==> src/rtl/qdec_cabac_reg_master_if.sv <==
// Register request/response bus between the CABAC register master and responder.
//
// Handshake: a request is presented by holding req_valid high with req_write,
// req_addr and req_wdata stable; it is accepted in the cycle where
// req_valid & req_ready are both high, and req_valid drops the following cycle.
// Only one request is outstanding at a time. The responder answers with a
// single-cycle resp_valid strobe (with resp_rdata / resp_err) no earlier than
// the cycle after acceptance.
interface qdec_cabac_reg_master_if #(
    parameter int ADDR_W = 16
);
    logic              req_valid;
    logic              req_ready;
    logic              req_write;
    logic [ADDR_W-1:0] req_addr;
    logic [31:0]       req_wdata;
    logic              resp_valid;
    logic [31:0]       resp_rdata;
    logic              resp_err;

    modport master (
        output req_valid, req_write, req_addr, req_wdata,
        input  req_ready, resp_valid, resp_rdata, resp_err
    );

    modport slave (
        input  req_valid, req_write, req_addr, req_wdata,
        output req_ready, resp_valid, resp_rdata, resp_err
    );
endinterface

==> src/rtl/qdec_cabac_reg_master.sv <==
// Programs the CABAC control registers from parsed header words: writes
// VPS_0, SPS_0, SPS_1, PPS_0, SLICE_HEADER_0 in order, optionally reads each
// back and compares under its writable mask, then writes CABAC_START=1.
module qdec_cabac_reg_master #(
    parameter int                ADDR_W      = 16,
    parameter logic [ADDR_W-1:0] ADDR_VPS_0  = ADDR_W'(16'h0004),
    parameter logic [ADDR_W-1:0] ADDR_SPS_0  = ADDR_W'(16'h0008),
    parameter logic [ADDR_W-1:0] ADDR_SPS_1  = ADDR_W'(16'h000C),
    parameter logic [ADDR_W-1:0] ADDR_PPS_0  = ADDR_W'(16'h0010),
    parameter logic [ADDR_W-1:0] ADDR_SH_0   = ADDR_W'(16'h0014),
    parameter logic [ADDR_W-1:0] ADDR_START  = ADDR_W'(16'h0000),
    parameter logic [31:0]       MASK_VPS_0  = 32'h0000000f,
    parameter logic [31:0]       MASK_SPS_0  = 32'h0fffffff,
    parameter logic [31:0]       MASK_SPS_1  = 32'h07ffffff,
    parameter logic [31:0]       MASK_PPS_0  = 32'h0000ffff,
    parameter logic [31:0]       MASK_SH_0   = 32'h0000ffff,
    parameter int                TIMEOUT_CYC = 255
) (
    input  logic        clk,
    input  logic        rst,
    input  logic        go,
    input  logic        verify_en,
    input  logic [31:0] vps_0,
    input  logic [31:0] sps_0,
    input  logic [31:0] sps_1,
    input  logic [31:0] pps_0,
    input  logic [31:0] sh_0,
    output logic        busy,
    output logic        done,
    output logic        err,
    output logic [1:0]  err_code,
    output logic [2:0]  err_idx,
    output logic [3:0]  state_dbg,
    qdec_cabac_reg_master_if.master bus
);

    typedef enum logic [3:0] {
        S_IDLE   = 4'd0,
        S_WR_REQ = 4'd1,
        S_WR_RSP = 4'd2,
        S_RD_REQ = 4'd3,
        S_RD_RSP = 4'd4,
        S_NEXT   = 4'd5,
        S_ST_REQ = 4'd6,
        S_ST_RSP = 4'd7,
        S_DONE   = 4'd8,
        S_ERR    = 4'd9
    } state_t;

    // Counter value at which the next cycle would reach TIMEOUT_CYC.
    localparam logic [7:0] TO_LAST = 8'(TIMEOUT_CYC - 1);

    state_t            state;
    state_t            state_d;
    logic [1:0]        code_d;
    logic [2:0]        idx;
    logic [7:0]        tcnt;
    logic              verify_q;
    logic [31:0]       vps_q, sps0_q, sps1_q, pps_q, sh_q;
    logic [31:0]       cur_word;
    logic [ADDR_W-1:0] cur_addr;
    logic              waiting;
    logic              accepted;
    logic              to_hit;

    assign waiting  = (state == S_WR_REQ) || (state == S_WR_RSP) ||
                      (state == S_RD_REQ) || (state == S_RD_RSP) ||
                      (state == S_ST_REQ) || (state == S_ST_RSP);
    assign accepted = bus.req_valid & bus.req_ready;
    assign to_hit   = (tcnt == TO_LAST);

    // Select the masked field word and register address for the current index.
    always_comb begin
        cur_word = 32'h0;
        cur_addr = '0;
        case (idx)
            3'd0: begin cur_word = vps_q;  cur_addr = ADDR_VPS_0; end
            3'd1: begin cur_word = sps0_q; cur_addr = ADDR_SPS_0; end
            3'd2: begin cur_word = sps1_q; cur_addr = ADDR_SPS_1; end
            3'd3: begin cur_word = pps_q;  cur_addr = ADDR_PPS_0; end
            3'd4: begin cur_word = sh_q;   cur_addr = ADDR_SH_0;  end
            default: begin cur_word = 32'h0; cur_addr = '0; end
        endcase
    end

    // State register.
    always_ff @(posedge clk) begin
        if (rst) state <= S_IDLE;
        else     state <= state_d;
    end

    // Next-state logic; a response arriving on the timeout cycle takes priority.
    always_comb begin
        state_d = state;
        code_d  = 2'd0;
        case (state)
            S_IDLE: if (go) state_d = S_WR_REQ;
            S_WR_REQ: begin
                if (accepted)    state_d = S_WR_RSP;
                else if (to_hit) begin state_d = S_ERR; code_d = 2'd1; end
            end
            S_WR_RSP: begin
                if (bus.resp_valid) begin
                    if (bus.resp_err) begin state_d = S_ERR; code_d = 2'd2; end
                    else if (verify_q) state_d = S_RD_REQ;
                    else               state_d = S_NEXT;
                end else if (to_hit) begin
                    state_d = S_ERR; code_d = 2'd1;
                end
            end
            S_RD_REQ: begin
                if (accepted)    state_d = S_RD_RSP;
                else if (to_hit) begin state_d = S_ERR; code_d = 2'd1; end
            end
            S_RD_RSP: begin
                if (bus.resp_valid) begin
                    if (bus.resp_err) begin state_d = S_ERR; code_d = 2'd2; end
                    else if (bus.resp_rdata != cur_word) begin
                        state_d = S_ERR; code_d = 2'd3;
                    end else state_d = S_NEXT;
                end else if (to_hit) begin
                    state_d = S_ERR; code_d = 2'd1;
                end
            end
            S_NEXT: state_d = (idx == 3'd4) ? S_ST_REQ : S_WR_REQ;
            S_ST_REQ: begin
                if (accepted)    state_d = S_ST_RSP;
                else if (to_hit) begin state_d = S_ERR; code_d = 2'd1; end
            end
            S_ST_RSP: begin
                if (bus.resp_valid) begin
                    if (bus.resp_err) begin state_d = S_ERR; code_d = 2'd2; end
                    else              state_d = S_DONE;
                end else if (to_hit) begin
                    state_d = S_ERR; code_d = 2'd1;
                end
            end
            S_DONE:  state_d = S_IDLE;
            S_ERR:   state_d = S_IDLE;
            default: state_d = S_IDLE;
        endcase
    end

    // Field capture, access index, error reporting and the wait-cycle counter.
    always_ff @(posedge clk) begin
        if (rst) begin
            idx      <= 3'd0;
            tcnt     <= 8'd0;
            verify_q <= 1'b0;
            vps_q    <= 32'h0;
            sps0_q   <= 32'h0;
            sps1_q   <= 32'h0;
            pps_q    <= 32'h0;
            sh_q     <= 32'h0;
            err_code <= 2'd0;
            err_idx  <= 3'd0;
        end else begin
            if (state == S_IDLE && go) begin
                vps_q    <= vps_0 & MASK_VPS_0;
                sps0_q   <= sps_0 & MASK_SPS_0;
                sps1_q   <= sps_1 & MASK_SPS_1;
                pps_q    <= pps_0 & MASK_PPS_0;
                sh_q     <= sh_0  & MASK_SH_0;
                verify_q <= verify_en;
                idx      <= 3'd0;
                err_code <= 2'd0;
                err_idx  <= 3'd0;
            end
            // Index 5 denotes the START access.
            if (state == S_NEXT) idx <= (idx == 3'd4) ? 3'd5 : idx + 3'd1;
            if (state_d == S_ERR && state != S_ERR) begin
                err_code <= code_d;
                err_idx  <= idx;
            end
            // Restart on every state change; saturate rather than wrap.
            if (state_d != state)                tcnt <= 8'd0;
            else if (waiting && tcnt != 8'hFF)   tcnt <= tcnt + 8'd1;
        end
    end

    // Moore outputs decoded from the current state.
    always_comb begin
        busy          = (state != S_IDLE);
        done          = (state == S_DONE);
        err           = (state == S_ERR);
        state_dbg     = state;
        bus.req_valid = 1'b0;
        bus.req_write = 1'b0;
        bus.req_addr  = '0;
        bus.req_wdata = 32'h0;
        case (state)
            S_WR_REQ: begin
                bus.req_valid = 1'b1;
                bus.req_write = 1'b1;
                bus.req_addr  = cur_addr;
                bus.req_wdata = cur_word;
            end
            S_RD_REQ: begin
                bus.req_valid = 1'b1;
                bus.req_addr  = cur_addr;
            end
            S_ST_REQ: begin
                bus.req_valid = 1'b1;
                bus.req_write = 1'b1;
                bus.req_addr  = ADDR_START;
                bus.req_wdata = 32'h1;
            end
            default: ;
        endcase
    end

endmodule

==> src/flat_wrapper.sv <==
// flat-port wrapper written by rule: the top's interface ports become plain ports
module qdec_cabac_reg_master_flat 
#(
    parameter int                ADDR_W      = 16,
    parameter logic [ADDR_W-1:0] ADDR_VPS_0  = ADDR_W'(16'h0004),
    parameter logic [ADDR_W-1:0] ADDR_SPS_0  = ADDR_W'(16'h0008),
    parameter logic [ADDR_W-1:0] ADDR_SPS_1  = ADDR_W'(16'h000C),
    parameter logic [ADDR_W-1:0] ADDR_PPS_0  = ADDR_W'(16'h0010),
    parameter logic [ADDR_W-1:0] ADDR_SH_0   = ADDR_W'(16'h0014),
    parameter logic [ADDR_W-1:0] ADDR_START  = ADDR_W'(16'h0000),
    parameter logic [31:0]       MASK_VPS_0  = 32'h0000000f,
    parameter logic [31:0]       MASK_SPS_0  = 32'h0fffffff,
    parameter logic [31:0]       MASK_SPS_1  = 32'h07ffffff,
    parameter logic [31:0]       MASK_PPS_0  = 32'h0000ffff,
    parameter logic [31:0]       MASK_SH_0   = 32'h0000ffff,
    parameter int                TIMEOUT_CYC = 255
)
  (clk, rst, go, verify_en, vps_0, sps_0, sps_1, pps_0, sh_0, busy, done, err, err_code, err_idx, state_dbg, bus_req_valid, bus_req_write, bus_req_addr, bus_req_wdata, bus_req_ready, bus_resp_valid, bus_resp_rdata, bus_resp_err);
  qdec_cabac_reg_master_if #(.ADDR_W(ADDR_W)) bus_i ();
  input  logic clk;
  input  logic rst;
  input  logic go;
  input  logic verify_en;
  input  logic [31:0] vps_0;
  input  logic [31:0] sps_0;
  input  logic [31:0] sps_1;
  input  logic [31:0] pps_0;
  input  logic [31:0] sh_0;
  output logic busy;
  output logic done;
  output logic err;
  output logic [1:0] err_code;
  output logic [2:0] err_idx;
  output logic [3:0] state_dbg;
  output wire logic [$bits(bus_i.req_valid)-1:0] bus_req_valid;
  output wire logic [$bits(bus_i.req_write)-1:0] bus_req_write;
  output wire logic [$bits(bus_i.req_addr)-1:0] bus_req_addr;
  output wire logic [$bits(bus_i.req_wdata)-1:0] bus_req_wdata;
  input wire logic [$bits(bus_i.req_ready)-1:0] bus_req_ready;
  input wire logic [$bits(bus_i.resp_valid)-1:0] bus_resp_valid;
  input wire logic [$bits(bus_i.resp_rdata)-1:0] bus_resp_rdata;
  input wire logic [$bits(bus_i.resp_err)-1:0] bus_resp_err;
  assign bus_req_valid = bus_i.req_valid;
  assign bus_req_write = bus_i.req_write;
  assign bus_req_addr = bus_i.req_addr;
  assign bus_req_wdata = bus_i.req_wdata;
  assign bus_i.req_ready = bus_req_ready;
  assign bus_i.resp_valid = bus_resp_valid;
  assign bus_i.resp_rdata = bus_resp_rdata;
  assign bus_i.resp_err = bus_resp_err;
  qdec_cabac_reg_master #(.ADDR_W(ADDR_W), .ADDR_VPS_0(ADDR_VPS_0), .ADDR_SPS_0(ADDR_SPS_0), .ADDR_SPS_1(ADDR_SPS_1), .ADDR_PPS_0(ADDR_PPS_0), .ADDR_SH_0(ADDR_SH_0), .ADDR_START(ADDR_START), .MASK_VPS_0(MASK_VPS_0), .MASK_SPS_0(MASK_SPS_0), .MASK_SPS_1(MASK_SPS_1), .MASK_PPS_0(MASK_PPS_0), .MASK_SH_0(MASK_SH_0), .TIMEOUT_CYC(TIMEOUT_CYC)) u_core (.clk(clk), .rst(rst), .go(go), .verify_en(verify_en), .vps_0(vps_0), .sps_0(sps_0), .sps_1(sps_1), .pps_0(pps_0), .sh_0(sh_0), .busy(busy), .done(done), .err(err), .err_code(err_code), .err_idx(err_idx), .state_dbg(state_dbg), .bus(bus_i));
endmodule
==> config.mk <==
export PLATFORM = sky130hd
export DESIGN_NAME = qdec_cabac_reg_master_flat
export DESIGN_NICKNAME = d
export VERILOG_FILES = /design/src/rtl/qdec_cabac_reg_master_if.sv /design/src/rtl/qdec_cabac_reg_master.sv /design/src/flat_wrapper.sv
export SDC_FILE = /design/constraint.sdc
export NUM_CORES = 1
export LEC_CHECK = 0
export ABC_AREA = 1
export CAP_MARGIN = 30
export CORE_MARGIN = 10
export CORE_UTILIZATION = 46
export DETAILED_ROUTE_END_ITERATION = 6
export GPL_ROUTABILITY_DRIVEN = 0
export HOLD_SLACK_MARGIN = 0.1
export PLACE_DENSITY = 0.87
export SLEW_MARGIN = 0
export SYNTH_ARGS = -nofsm -noshare
export SYNTH_HDL_FRONTEND = slang
export SYNTH_SLANG_ARGS = --single-unit
==> constraint.sdc <==
create_clock -name clk -period 6.9 [get_ports clk]
set_input_delay 1.38 -clock clk [delete_from_list [all_inputs] [get_ports clk]]
set_output_delay 1.38 -clock clk [all_outputs]
set_load 0.005 [all_outputs]
* Word level (Yosys, flattened, before mapping) *
Index checks and enable logic that the tools add are counted.

word-level totals
  output and inout bits = 62
  flip-flop bits (word level) = 112
  word-level logic and storage cells = 86

operators by class
  reduce and logical (&&, ||, !) cells = 18
  mux-type cells = 35
  $add $sub $neg = 2
  bitwise operators = 1
  eq/ne operators = 19

operators with widths
  cell                                                              count
  28-bit case mux with 5 select lines                               1
  32-bit case mux with 2 select lines                               1
  4-bit 2-to-1 mux                                                  11
  32-bit by 28-bit inequality test with 1-bit output                1
  4-bit case mux with 8 select lines                                1
  5-bit case mux with 5 select lines                                1
  3-bit 2-to-1 mux                                                  6
  4-bit by 3-bit == test with 1-bit output (second input constant)  4
  2-bit 2-to-1 mux                                                  8
  4-bit == test (second input constant)                             3
  8-bit by 1-bit adder with 8-bit output (second input constant)    1
  4-bit by 2-bit == test with 1-bit output (second input constant)  2
  8-bit == test (second input constant)                             1
  8-bit inequality test (second input constant)                     1
  2-bit OR reduction                                                4
  3-bit by 2-bit == test with 1-bit output (second input constant)  2
  2-bit case mux with 3 select lines                                1
  1-bit logical OR                                                  5
  5-bit 2-to-1 mux                                                  1
  4-bit by 1-bit == test with 1-bit output (second input constant)  1
  4-bit logical NOT                                                 1
  1-bit 2-to-1 mux                                                  4
  4-bit inequality test                                             1
  4-bit inequality test (second input constant)                     1
  other kinds (9)                                                   12

* Logic depth before layout (Yosys ltp) *
  depth in word-level cells = 10
  mapped depth = 21
  mapped depth without buffers = 19

* Worst setup path before layout *
Ideal clock, no wire load.

  kind = flip-flop to output port
  start point = reg u_core.idx[2]
  end point = out bus_req_wdata[11]
  slack = 4.013 ns
  data arrival time = 1.507 ns
  cell stages (with the launch flop) = 9
  data required time = 5.520 ns
  path buffers = 2
  cells stage by stage = dfxtp_1 > inv_2 > buf_2 > ha_1 > clkbuf_1 > nand2_1 > o21ai_0 > nor2_1 > nor2_1

on the way
  longest elaborated chain between the ends = 3

RTL lines
  what                                         line                          text
  start, declared                              qdec_cabac_reg_master.sv:56   logic [2:0] idx;
  start signal, assigned                       qdec_cabac_reg_master.sv:170  if (state == S_NEXT) idx <= (idx == 3'd4) ? 3'd5 : idx + 3'd1;
  3-bit == test, or another cell as far along  qdec_cabac_reg_master.sv:76   case (idx)
  28-bit case mux with 5 select lines *        qdec_cabac_reg_master.sv:76
  32-bit case mux with 2 select lines *        qdec_cabac_reg_master.sv:191  case (state)
  end, declared                                flat_wrapper.sv:38            output wire logic [$bits(bus_i.req_wdata)-1:0] bus_req_wdata;

Mark *: on every way between the ends. The rest lies on a longest branch, timed or not.

* Final worst setup path *
  start point = reg u_core.idx[0]
  end point = out bus_req_wdata[3]

Same word-level chain as after synthesis.

==> run metrics <==
status finished, final reports clean; Slew @ Worst Pin 0.8496 ns; crit path from u_core.idx[0]$_SDFFE_PP0P_; core area 0.01262 sq mm; Sequential Area 0.002242 sq mm; io pins 261; Port-buffer cells 174; mean post-synth cell area 6.273 sq um; area of placed instances 0.007706 sq mm; CTS H-tree depth 3; CTS tree done; leak pwr 3.345 nW; drt first pass iters 5; Diodes inserted 0; Die Y 133.6 um; FMAX 216.3 MHz; Final Cell Area 0.007989 sq mm; register area share after synthesis 37.78%; area of the multi-input gates 0.003151 sq mm; first-pass GRT wire length 30.40 mm; Peak VDD IR 0.1197 mV; Synth cell types 33; RSZ-0062 raised after global routing false; Worst R2R Setup Slack 3.28 ns; DIE WIDTH 133.6 um; row count 41; final number of hold-violating endpoints 0; Fin Setup TNS 0 ns; minimum clock period after layout 4.622 ns; cells after synthesis 946; # resized after CTS 0; 1st-iter DRT viols 561; Worst Path Required 5.52 ns; Worst EP arrival 3.24 ns; antenna violations before repair 0; crit path kind reg -> out; clock tree sinks 112; synthesized area 0.005934 sq mm; Hold/Removal Path Class reg -> reg; fin worst setup slack 2.278 ns; crit path max fanout 16; Vias 6399; Clock Tree Buf Depth 2; Final setup viols 0; later-pin clock latency in the skew report 0.36 ns; vias in the first global route 5963; layout net count 1297; fin crit share 66.99%; CP Capture Type output port; Pwr per Cell Area 180.4 mW/mm^2; flops & latches, synth 112; hpwl dp 14.68 mm; commonest non-fill, non-tap cell in the layout nand2_1; Initial Util 47.03%; crit path launch type flip-flop; fraction of layout cells with a size suffix above 1 2.740%; post-CTS setup buffers 0; Worst Clk Skew 0.01193 ns; Yosys warning total 0; worst r2r src u_core.idx[2]$_SDFFE_PP0P_; DR vias/cell 5.051; Fill cells 1225; largest net degree at the start of global routing 80; DRC viols 0; Root Driver clkbuf_16; GRT overflow 0; area of the die 0.01784 sq mm; Max-slew headroom 43.36%; Layout area overhead 34.62%; MaxCap Viol Count 0; Total GRT Usage 20.94%; DRT antenna net count 0; Placement Setup Slack 2.696 ns; final WL 19.60 mm; most frequent cells in the layout 318 x nand2_1, 173 x clkdlybuf4s50_1, 123 x a21oi_1; CTS Hold Bufs 0; clock-pin slew on the worst setup and hold paths 0.07 ns; hold_sp u_core.sh_q[13]$_SDFFE_PP0P_; drt wl/cell 15.47 um; Max Slew Vio Count 0; TritonCTS Buffers 9
-- final cells by class --
| type | instances | share of cell area [%] |
|---|---|---|
| clock buffers | 11 | 3.164 |
| clock inverters | 4 | 0.3759 |
| inverters | 81 | 3.806 |
| multi-input cells | 708 | 39.44 |
| flip-flops and latches | 112 | 28.07 |
| well taps | 172 | 2.694 |
| repair buffers | 179 | 22.46 |
-- metrics by stage --
stage	std cells	util (%)	total power [W]	hold WS [ns]
2_1_floorplan	962	-	0.0008365	0.4246
6_report	1267	63.31	0.001441	0.4545
4_1_cts	1267	63.31	0.001449	0.4546
5_1_grt	1267	63.31	0.001498	0.4765
3_5_place_dp	1252	61.06	0.0009491	0.4436
3_3_place_gp	1251	60.85	0.0009401	0.4376
-- cell families after synthesis --
family / after synthesis / synth area share [%]
buffers and inverters: 142 / 10.35
and+or+nand+nor: 504 / 34.11
xor gates and xnor gates: 7 / 1.033
other: 1 / 0.06319
adders and majority gates: 7 / 1.476
DFF: 112 / 37.78
AOI/OAI and AO/OA: 173 / 15.18
-- worst paths after layout --
| kind | endpoint | cells past startpoint |
|---|---|---|
| setup / recovery | bus_req_wdata[3] | 9 |
| hold / removal | u_core.sh_q[13]$_SDFFE_PP0P_ | 2 |
| setup reg to reg | u_core.tcnt[6]$_SDFFE_PP0P_ | 16 |
| hold reg to reg | u_core.sh_q[13]$_SDFFE_PP0P_ | 2 |
-- where the power goes --
part / switching, W / internal [W] / total, W
clock: 0.000242 / 0.000264 / 0.000505
sequential: 0.0000196 / 0.000686 / 0.000705
combinational: 0.000116 / 0.000114 / 0.000230
-- registers in the layout, indices dropped and copies added (netlist names) --
| register | count |
|---|---|
| u_core.sps0_q | 28 |
| u_core.sps1_q | 27 |
| u_core.pps_q | 16 |
| u_core.sh_q | 16 |
| u_core.tcnt | 8 |
| u_core.state_dbg | 4 |
| u_core.vps_q | 4 |
| u_core.err_idx | 3 |
| u_core.idx | 3 |
| u_core.err_code | 2 |
| u_core.verify_q | 1 |
-- Yosys cell counts, drive strengths merged --
cell | n | area, sq um
o22ai | 2 | 12.51
o21a | 1 | 7.510
nand3 | 74 | 375.4
a21oi | 123 | 615.6
a31oi | 3 | 18.77
conb | 1 | 3.750
o211ai | 1 | 7.510
nor4 | 1 | 6.260
o21ai | 34 | 170.2
or2 | 1 | 6.260
dfxtp | 112 | 2242
nor2 | 96 | 365.3
nand2 | 320 | 1206
buf | 28 | 185.2
a21boi | 1 | 7.510
nand4 | 4 | 25.02
xnor2 | 3 | 26.28
clkbuf | 33 | 125.1
inv | 80 | 300.3
o21bai | 7 | 52.55
ha | 7 | 87.58
clkinv | 1 | 3.750
nor3 | 8 | 40.04
xor2 | 4 | 35.03
a32oi | 1 | 8.760
-- metal layers --
layer	share of wire, %	vias up	track usage [%]
li1	-	3272	-
met1	43	2853	25.25
met2	48	249	35.44
met3	7.7	25	4.962
met4	2.0	0	7.497
met5	0	-	0
-- worst max-delay path, stage by stage, from the launching register on --
cell	delay, ns
dfxtp_1	0.35
inv_1	0.12
ha_1	0.65
inv_1	0.12
nor2_2	0.59
nand2_1	0.11
nand2_1	0.13
inv_1	0.08
a21oi_1	0.15
clkdlybuf4s50_1	0.58
Note: power is estimated with default switching activity, not from simulation.
